## src/rtl/ps2_host_tx.sv

```systemverilog
// PS/2 host-to-device transmitter: inhibit, request-to-send, 10 bits clocked by the device, ack check.
// Optional device-silence timeout is enabled with `define PS2_TX_TIMEOUT_EN.
module ps2_host_tx #(
    parameter int CLK_HZ      = 50_000_000,
    parameter int INHIBIT_CYC = CLK_HZ / 10_000,
    parameter int REQ_CYC     = 16,
    parameter int TIMEOUT_CYC = (CLK_HZ / 1000) * 15
) (
    input  logic       clk_i,
    input  logic       rst_n_i,
    input  logic       wr_i,
    input  logic [7:0] din_i,
    input  logic       ps2c_i,
    input  logic       ps2d_i,
    output logic       ps2c_oe_o,
    output logic       ps2d_oe_o,
    output logic       busy_o,
    output logic       done_o,
    output logic       err_o
);

    localparam logic [2:0] S_IDLE  = 3'd0;
    localparam logic [2:0] S_INH   = 3'd1;
    localparam logic [2:0] S_REQ   = 3'd2;
    localparam logic [2:0] S_SHIFT = 3'd3;
    localparam logic [2:0] S_ACK   = 3'd4;
    localparam logic [2:0] S_WAIT  = 3'd5;

    // One counter times the host-owned phases and, when enabled, the device-silence window.
    localparam int CNT_MAX0 = (INHIBIT_CYC > REQ_CYC) ? INHIBIT_CYC : REQ_CYC;
    localparam int CNT_MAX  = (CNT_MAX0 > TIMEOUT_CYC) ? CNT_MAX0 : TIMEOUT_CYC;
    localparam int CNT_W    = $clog2(CNT_MAX + 1);

    localparam logic [CNT_W-1:0] INH_LAST = CNT_W'(INHIBIT_CYC - 1);
    localparam logic [CNT_W-1:0] REQ_LAST = CNT_W'(REQ_CYC - 1);
`ifdef PS2_TX_TIMEOUT_EN
    localparam logic [CNT_W-1:0] TO_LAST  = CNT_W'(TIMEOUT_CYC - 1);
`endif

    logic [2:0]       state_q, state_d;
    logic [CNT_W-1:0] cnt_q, cnt_d;
    logic [3:0]       bit_q, bit_d;
    logic [9:0]       sh_q, sh_d;
    logic             c_oe_q, c_oe_d;
    logic             d_oe_q, d_oe_d;
    logic             busy_q, busy_d;
    logic             done_q, done_d;
    logic             err_q, err_d;

    logic c_meta_q, c_sync_q, c_prev_q;
    logic d_meta_q, d_sync_q;
    logic fall;

    always_ff @(posedge clk_i) begin
        if (!rst_n_i) begin
            c_meta_q <= 1'b1;
            c_sync_q <= 1'b1;
            c_prev_q <= 1'b1;
            d_meta_q <= 1'b1;
            d_sync_q <= 1'b1;
        end else begin
            c_meta_q <= ps2c_i;
            c_sync_q <= c_meta_q;
            c_prev_q <= c_sync_q;
            d_meta_q <= ps2d_i;
            d_sync_q <= d_meta_q;
        end
    end

    assign fall = c_prev_q & ~c_sync_q;

    always_comb begin
        state_d = state_q;
        cnt_d   = cnt_q;
        bit_d   = bit_q;
        sh_d    = sh_q;
        c_oe_d  = c_oe_q;
        d_oe_d  = d_oe_q;
        busy_d  = busy_q;
        done_d  = 1'b0;
        err_d   = err_q;

        case (state_q)
            S_IDLE: begin
                if (wr_i) begin
                    sh_d    = {1'b1, ~^din_i, din_i};
                    err_d   = 1'b0;
                    busy_d  = 1'b1;
                    c_oe_d  = 1'b1;
                    d_oe_d  = 1'b0;
                    cnt_d   = '0;
                    state_d = S_INH;
                end
            end
            S_INH: begin
                if (cnt_q == INH_LAST) begin
                    cnt_d   = '0;
                    d_oe_d  = 1'b1;
                    state_d = S_REQ;
                end else begin
                    cnt_d = cnt_q + 1'b1;
                end
            end
            S_REQ: begin
                // Releasing the clock while data stays low hands clocking to the device.
                if (cnt_q == REQ_LAST) begin
                    cnt_d   = '0;
                    c_oe_d  = 1'b0;
                    bit_d   = '0;
                    state_d = S_SHIFT;
                end else begin
                    cnt_d = cnt_q + 1'b1;
                end
            end
            S_SHIFT: begin
                if (fall) begin
                    d_oe_d = ~sh_q[bit_q];
                    bit_d  = bit_q + 1'b1;
                    if (bit_q == 4'd9) state_d = S_ACK;
                end
            end
            S_ACK: begin
                if (fall) begin
                    if (d_sync_q) err_d = 1'b1;
                    state_d = S_WAIT;
                end
            end
            S_WAIT: begin
                c_oe_d = 1'b0;
                d_oe_d = 1'b0;
                if (c_sync_q && d_sync_q) begin
                    done_d  = 1'b1;
                    busy_d  = 1'b0;
                    state_d = S_IDLE;
                end
            end
            default: begin
                c_oe_d  = 1'b0;
                d_oe_d  = 1'b0;
                busy_d  = 1'b0;
                state_d = S_IDLE;
            end
        endcase

`ifdef PS2_TX_TIMEOUT_EN
        if (state_q == S_SHIFT || state_q == S_ACK || state_q == S_WAIT) begin
            if (fall) begin
                cnt_d = '0;
            end else if (cnt_q == TO_LAST) begin
                cnt_d   = '0;
                c_oe_d  = 1'b0;
                d_oe_d  = 1'b0;
                err_d   = 1'b1;
                done_d  = 1'b1;
                busy_d  = 1'b0;
                state_d = S_IDLE;
            end else begin
                cnt_d = cnt_q + 1'b1;
            end
        end
`endif
    end

    always_ff @(posedge clk_i) begin
        if (!rst_n_i) begin
            state_q <= S_IDLE;
            cnt_q   <= '0;
            bit_q   <= '0;
            sh_q    <= '0;
            c_oe_q  <= 1'b0;
            d_oe_q  <= 1'b0;
            busy_q  <= 1'b0;
            done_q  <= 1'b0;
            err_q   <= 1'b0;
        end else begin
            state_q <= state_d;
            cnt_q   <= cnt_d;
            bit_q   <= bit_d;
            sh_q    <= sh_d;
            c_oe_q  <= c_oe_d;
            d_oe_q  <= d_oe_d;
            busy_q  <= busy_d;
            done_q  <= done_d;
            err_q   <= err_d;
        end
    end

    assign ps2c_oe_o = c_oe_q;
    assign ps2d_oe_o = d_oe_q;
    assign busy_o    = busy_q;
    assign done_o    = done_q;
    assign err_o     = err_q;

endmodule

```

## config.mk

```make
export PLATFORM = sky130hd
export DESIGN_NAME = ps2_host_tx
export DESIGN_NICKNAME = d
export VERILOG_FILES = /design/src/rtl/ps2_host_tx.sv
export SDC_FILE = /design/constraint.sdc
export NUM_CORES = 1
export LEC_CHECK = 0
export BUFFER_PORTS_ARGS = -buffer_cell sky130_fd_sc_hd__buf_2
export CORE_UTILIZATION = 45
export CTS_BUF_LIST = sky130_fd_sc_hd__clkbuf_4 sky130_fd_sc_hd__clkbuf_8
export DETAILED_ROUTE_END_ITERATION = 12
export PLACE_DENSITY = 0.65
export SYNTH_ARGS = -nofsm -noshare
export SYNTH_HDL_FRONTEND = slang
export SYNTH_SLANG_ARGS = --single-unit
```

## constraint.sdc

```tcl
create_clock -name clk_i -period 2.11 [get_ports clk_i]
set_clock_uncertainty 0.2 [all_clocks]
set_input_delay 0.1055 -clock clk_i [delete_from_list [all_inputs] [get_ports clk_i]]
set_output_delay 0.1055 -clock clk_i [all_outputs]
set_load 0.05 [all_outputs]
```

### Yosys cells after proc, flatten, opt, wreduce, memory -nomap -nowiden

Index checks and enable logic that the tools add are counted.

* add/subtract/negate cells: 2
* $lt $le $gt $ge: 1
* muxes and demuxes: 30
* bitwise logic cells: 6
* eq/ne operators: 16
* reductions and logical operators: 18

Operator list (number)
* 20-bit 2-to-1 mux: 3
* 20-bit one-hot mux with 3 select lines: 1
* 3-bit 2-to-1 mux: 7
* 20-bit by 1-bit adder with 20-bit output (second input constant): 1
* 20-bit by 13-bit == test with 1-bit output (second input constant): 1
* 20-bit by 4-bit == test with 1-bit output (second input constant): 1
* 3-bit one-hot mux with 6 select lines: 1
* 2-bit != test (second input constant): 8
* 1-bit 2-to-1 mux: 10
* 3-bit AND reduction: 3
* 4-bit 2-to-1 mux: 2
* 4-bit one-hot mux with 2 select lines: 1
* 4-bit AND reduction: 2
* 8-bit XNOR reduction: 1
* 7-bit AND reduction: 1
* 3-bit by 2-bit == test with 1-bit output (second input constant): 2
* 3-bit == test (second input constant): 2
* 1-bit one-hot mux with 3 select lines: 2
* 2-bit AND reduction: 3
* 4-bit by 5-bit < comparator with 1-bit output (second input constant): 1
* 1-bit inverter: 5
* 4-bit by 1-bit adder with 4-bit output (second input constant): 1
* 1-bit binary-select mux with 4-bit select: 1
* 4-bit == test (second input constant): 1
* 11 further kinds: 12

* output and inout bits: 5
* word-level logic and storage cells: 87
* register bits: 47
* bits of input ports: 13

### Logic depth before layout (Yosys ltp)

* word-level depth: 5
* mapped depth: 7
* mapped depth without buffers: 6

### Worst setup path after synthesis

Ideal clock, no wire load.

* path kind: reg-to-reg
* start point: reg cnt_q[0]
* end point: reg cnt_q[5]
* data required time: 1.795 ns
* path slack: 0.137 ns
* cell stages (with the launch flop): 8
* period minus slack after synthesis: 1.973 ns
* library setup time: 0.115 ns
* data arrival time: 1.658 ns
* buffers on the path: 1
* cells stage by stage: dfxtp_1 -> ha_1 -> nand4_1 -> nor3_1 -> a2111oi_4 -> o31ai_4 -> buf_6 -> nor2_1

* word-level cells in the longest chain between the ends: 3
* elaborated cells between the ends (all ways): 6
* those cells by class: add/sub (1); eq/ne (2); mux (3)

Ends and longest elaborated chain
* start, declared: RTL line 41 `logic [CNT_W-1:0] cnt_q, cnt_d;`
* start signal, assigned: RTL line 177 `cnt_q <= cnt_d;`
* 20-bit by 1-bit adder with 20-bit output (tied with other cells): RTL line 101, 112
* 20-bit 2-to-1 mux, on equally long branches: RTL line 106, 96
* 20-bit one-hot mux with 3 select lines (*): RTL line 83 `case (state_q)`

Every way passes the cells marked *; elsewhere a longest branch is shown, timed or not.
A chain may end at the register's enable or synchronous reset.

### Worst setup path in the final report

* start point: reg cnt_q[0]
* end point: reg cnt_q[10]

The elaborated chain is that of the path after synthesis.

==> flow_metrics.tcl <==
set metrics [dict create \
    status "finished clean" \
    cp-start-kind "register" \
    syn_area_per_cell_um2 8.67 \
    drt_iter0_markers 76 \
    ys.flop_type "dfxtp_1" \
    clock_latency_ns 0.30 \
    post-dp-hpwl_mm 3.49 \
    max_stage_delay_ns 0.61 \
    yosys.area_share.xor_xnor_pct 8.70 \
    place.gp.congestion 0.812 \
    avgRoutedWirePerCell_um 13.4 \
    cp_top_family "compound AO/OA/AOI/OAI gates" \
    synth_seq_cells 47 \
    peakVddDrop_v 0.000552 \
    syn_nets 283 \
    cts_max_level 2 \
    fin_crit_ns 2.02 \
    fill_cells 439 \
    initial_core_util_pct 47.7 \
    instances_no_fill 375 \
    ioPinCount 18 \
    core-area_mm2 0.00485 \
    vias_per_cell 5.27 \
    dr.pass1.iters 4 \
    placedCellCount 357 \
    worst-path-max-fanout 18 \
    layout-area-overhead-vs-synth_pct 20.4 \
    synth-compound-area-share_pct 14.1 \
    synthAdderAreaFrac_pct 1.62 \
    drv_cap 0 \
    synth_top_family_by_area "simple AND/OR/NAND/NOR gates" \
    cp-end-kind "register" \
    synth-edff-count 0 \
    hold_path.class "in -> reg" \
    min_from "rst_n_i" \
    reg2reg_from "cnt_q[0]$_SDFFE_PN0P_" \
    leakage_nw 1.03 \
    antenna_found_initial 0 \
    postCtsSetupRepairBufs 0 \
    clockBufferDepth 2 \
    worst_pin_slew_ns 0.702 \
    path_class "reg -> reg" \
    grt_pass1_vias 1870 \
    hold_violations 0 \
    final_nets 323 \
    async_flop_share_pct 0 \
    rsz0062_at_grt "true" \
    drv_slew 0 \
    antennaDiodeCount 0 \
    final_cell_mix "dfxtp_1 (46), nand2_1 (43), nor2_1 (27), buf_2 (17), buf_4 (17)" \
    cts-buffers-inserted 5 \
    p_per_area_mw_per_mm2 709 \
    drc_errors 0 \
    grt_usage_pct 20.1 \
    syn_area_mm2 0.00231 \
    setup_viol 0 \
    synthMuxAreaShare_pct 3.30 \
    critPathLaunch "cnt_q[0]$_SDFFE_PN0P_" \
    clock-sinks 47 \
    vias 1975 \
    ys_seq_area_share_pct 40.6 \
    dpl-instance-area_mm2 0.00256 \
    timing.critical_path.cells "ha_2, nand4_1, nor3_1, a2111oi_4, o31ai_4, buf_12, nor3_2" \
    design_area_mm2 0.00279 \
    die_w_um 73.7 \
    yosys_warnings 0 \
    maxSlewHeadroom_pct 53.0 \
    grt_max_degree 19 \
    grt.overflow.total 0 \
    row_count 25 \
    fmax_ghz 0.494 \
    drtAntennaViolNets 0 \
    critPathBufInv 1 \
    grt_pass1_wl_mm 8.27 \
    fp.dieH_um 73.7 \
    die-area_mm2 0.00543 \
    multiInputGateArea_mm2 0.00130 \
    drive_above_1_share_pct 20.8 \
    path_clk_slew_ns 0.08 \
    critPathArrivalTime_ns 2.05 \
    yosys.cell_types.count 50 \
    synthSimpleGateAreaFrac_pct 27.8 \
    wirelength_mm 5.03 \
    final_common_cell "dfxtp_1" \
    cp.required_ns 2.14 \
    place.port_buffers 17 \
    period_share_pct 96.0 \
    cts_tree "yes" \
    rrSetupSlack_ns 0.09 \
    cts_root_buffer "clkbuf_8" \
    regArea_um2 942 \
    syn_inst 267 \
    slowest_stage "a2111oi_4" \
]
layout make-up:
| type | instances | area share [%] |
|---|---|---|
| clock buffers | 8 | 3.73 |
| inverters | 6 | 0.808 |
| multi-input cells | 202 | 46.7 |
| flip-flops and latches | 47 | 33.8 |
| well taps | 67 | 3.01 |
| repair buffers | 45 | 11.9 |
where the power goes:
part	switching [mW]	leakage (nW)	internal (mW)	total [mW]
registers	0.0347	0.383	0.935	0.970
clock network	0.289	0.0549	0.312	0.601
logic	0.237	0.596	0.168	0.406
total	0.561	1.03	1.42	1.98
metrics by stage:
step	setup TNS, ns	hold slack (ns)	setup slack (ns)	power [mW]	utilization (%)
after global routing	-0.0580	0.00951	-0.0254	2.08	57.5
after global placement	0	0.0907	0.0834	1.37	52.9
after floorplan	0	0.00697	0.137	1.27	-
after CTS	0	0.00129	0.0363	2.00	57.1
final	0	0.00991	0.0852	1.98	57.5
after detailed placement	0	0.0940	0.0339	1.37	52.9
registers in the layout, summed over array words and instances, names as in the netlist, 3 cells and up:
| signal | count |
|---|---|
| cnt_q | 20 |
| sh_q | 10 |
| bit_q | 4 |
| state_q | 3 |
worst paths after layout:
check,cells past startpoint,to
max,7,cnt_q[10]$_SDFFE_PN0P_
min,3,d_sync_q$_SDFF_PN1_
max reg2reg,7,cnt_q[10]$_SDFFE_PN0P_
min reg2reg,1,c_sync_q$_SDFF_PN1_
cell usage after synthesis, drive strengths merged, types with 2 or more instances:
| cell type | count | area share [%] |
|---|---|---|
| a2111o | 2 | 0.97 |
| a211oi | 2 | 0.65 |
| a21oi | 16 | 4.1 |
| a31oi | 4 | 1.1 |
| and2 | 2 | 0.54 |
| and3 | 8 | 2.4 |
| and4 | 3 | 1.2 |
| buf | 7 | 2.1 |
| clkbuf | 5 | 0.81 |
| dfxtp | 47 | 41 |
| ha | 3 | 1.6 |
| inv | 6 | 0.97 |
| mux2i | 2 | 0.86 |
| mux4 | 2 | 1.9 |
| nand2 | 43 | 7.0 |
| nand2b | 5 | 1.4 |
| nand3 | 11 | 2.4 |
| nand4 | 7 | 1.9 |
| nor2 | 29 | 4.9 |
| nor2b | 3 | 0.81 |
| nor3 | 10 | 2.2 |
| nor4 | 5 | 1.4 |
| nor4b | 2 | 1.0 |
| o2111ai | 2 | 0.76 |
| o21a | 2 | 0.65 |
| o21ai | 3 | 0.65 |
| o31ai | 2 | 1.2 |
| or3 | 2 | 0.76 |
| xnor2 | 13 | 4.9 |
| xor2 | 10 | 3.8 |
worst register-to-register path: stages (launching register included):
cell and delay (ns):
dfxtp_2 0.34, ha_2 0.19, nand4_1 0.09, nor3_1 0.08
a2111oi_4 0.61, o31ai_4 0.10, buf_12 0.17, nor3_2 0.17
what timing repair did:
item	CTS	global route
pin swaps	1	2
endpoints found under the setup margin	1	29
hold buffers	10	0
gates resized for setup	0	5
hold endpoints to repair	10	0
layer usage:
metal	global-route usage [%]	share of wire (%)	vias up
met1	22.7	47	914
met2	36.6	49	27
li1	-	-	1025
met5	0	0	-
met3	4.53	2.5	9
met4	7.05	1.4	0
kinds of logic after synthesis:
family          count (synthesis)
simple gates                  130
flops                          47
compound gates                 41
xor+xnor                       23
buf+inv                        18
mux                             5
fa+ha+maj                       3
Note: power is estimated with default switching activity, not from simulation.
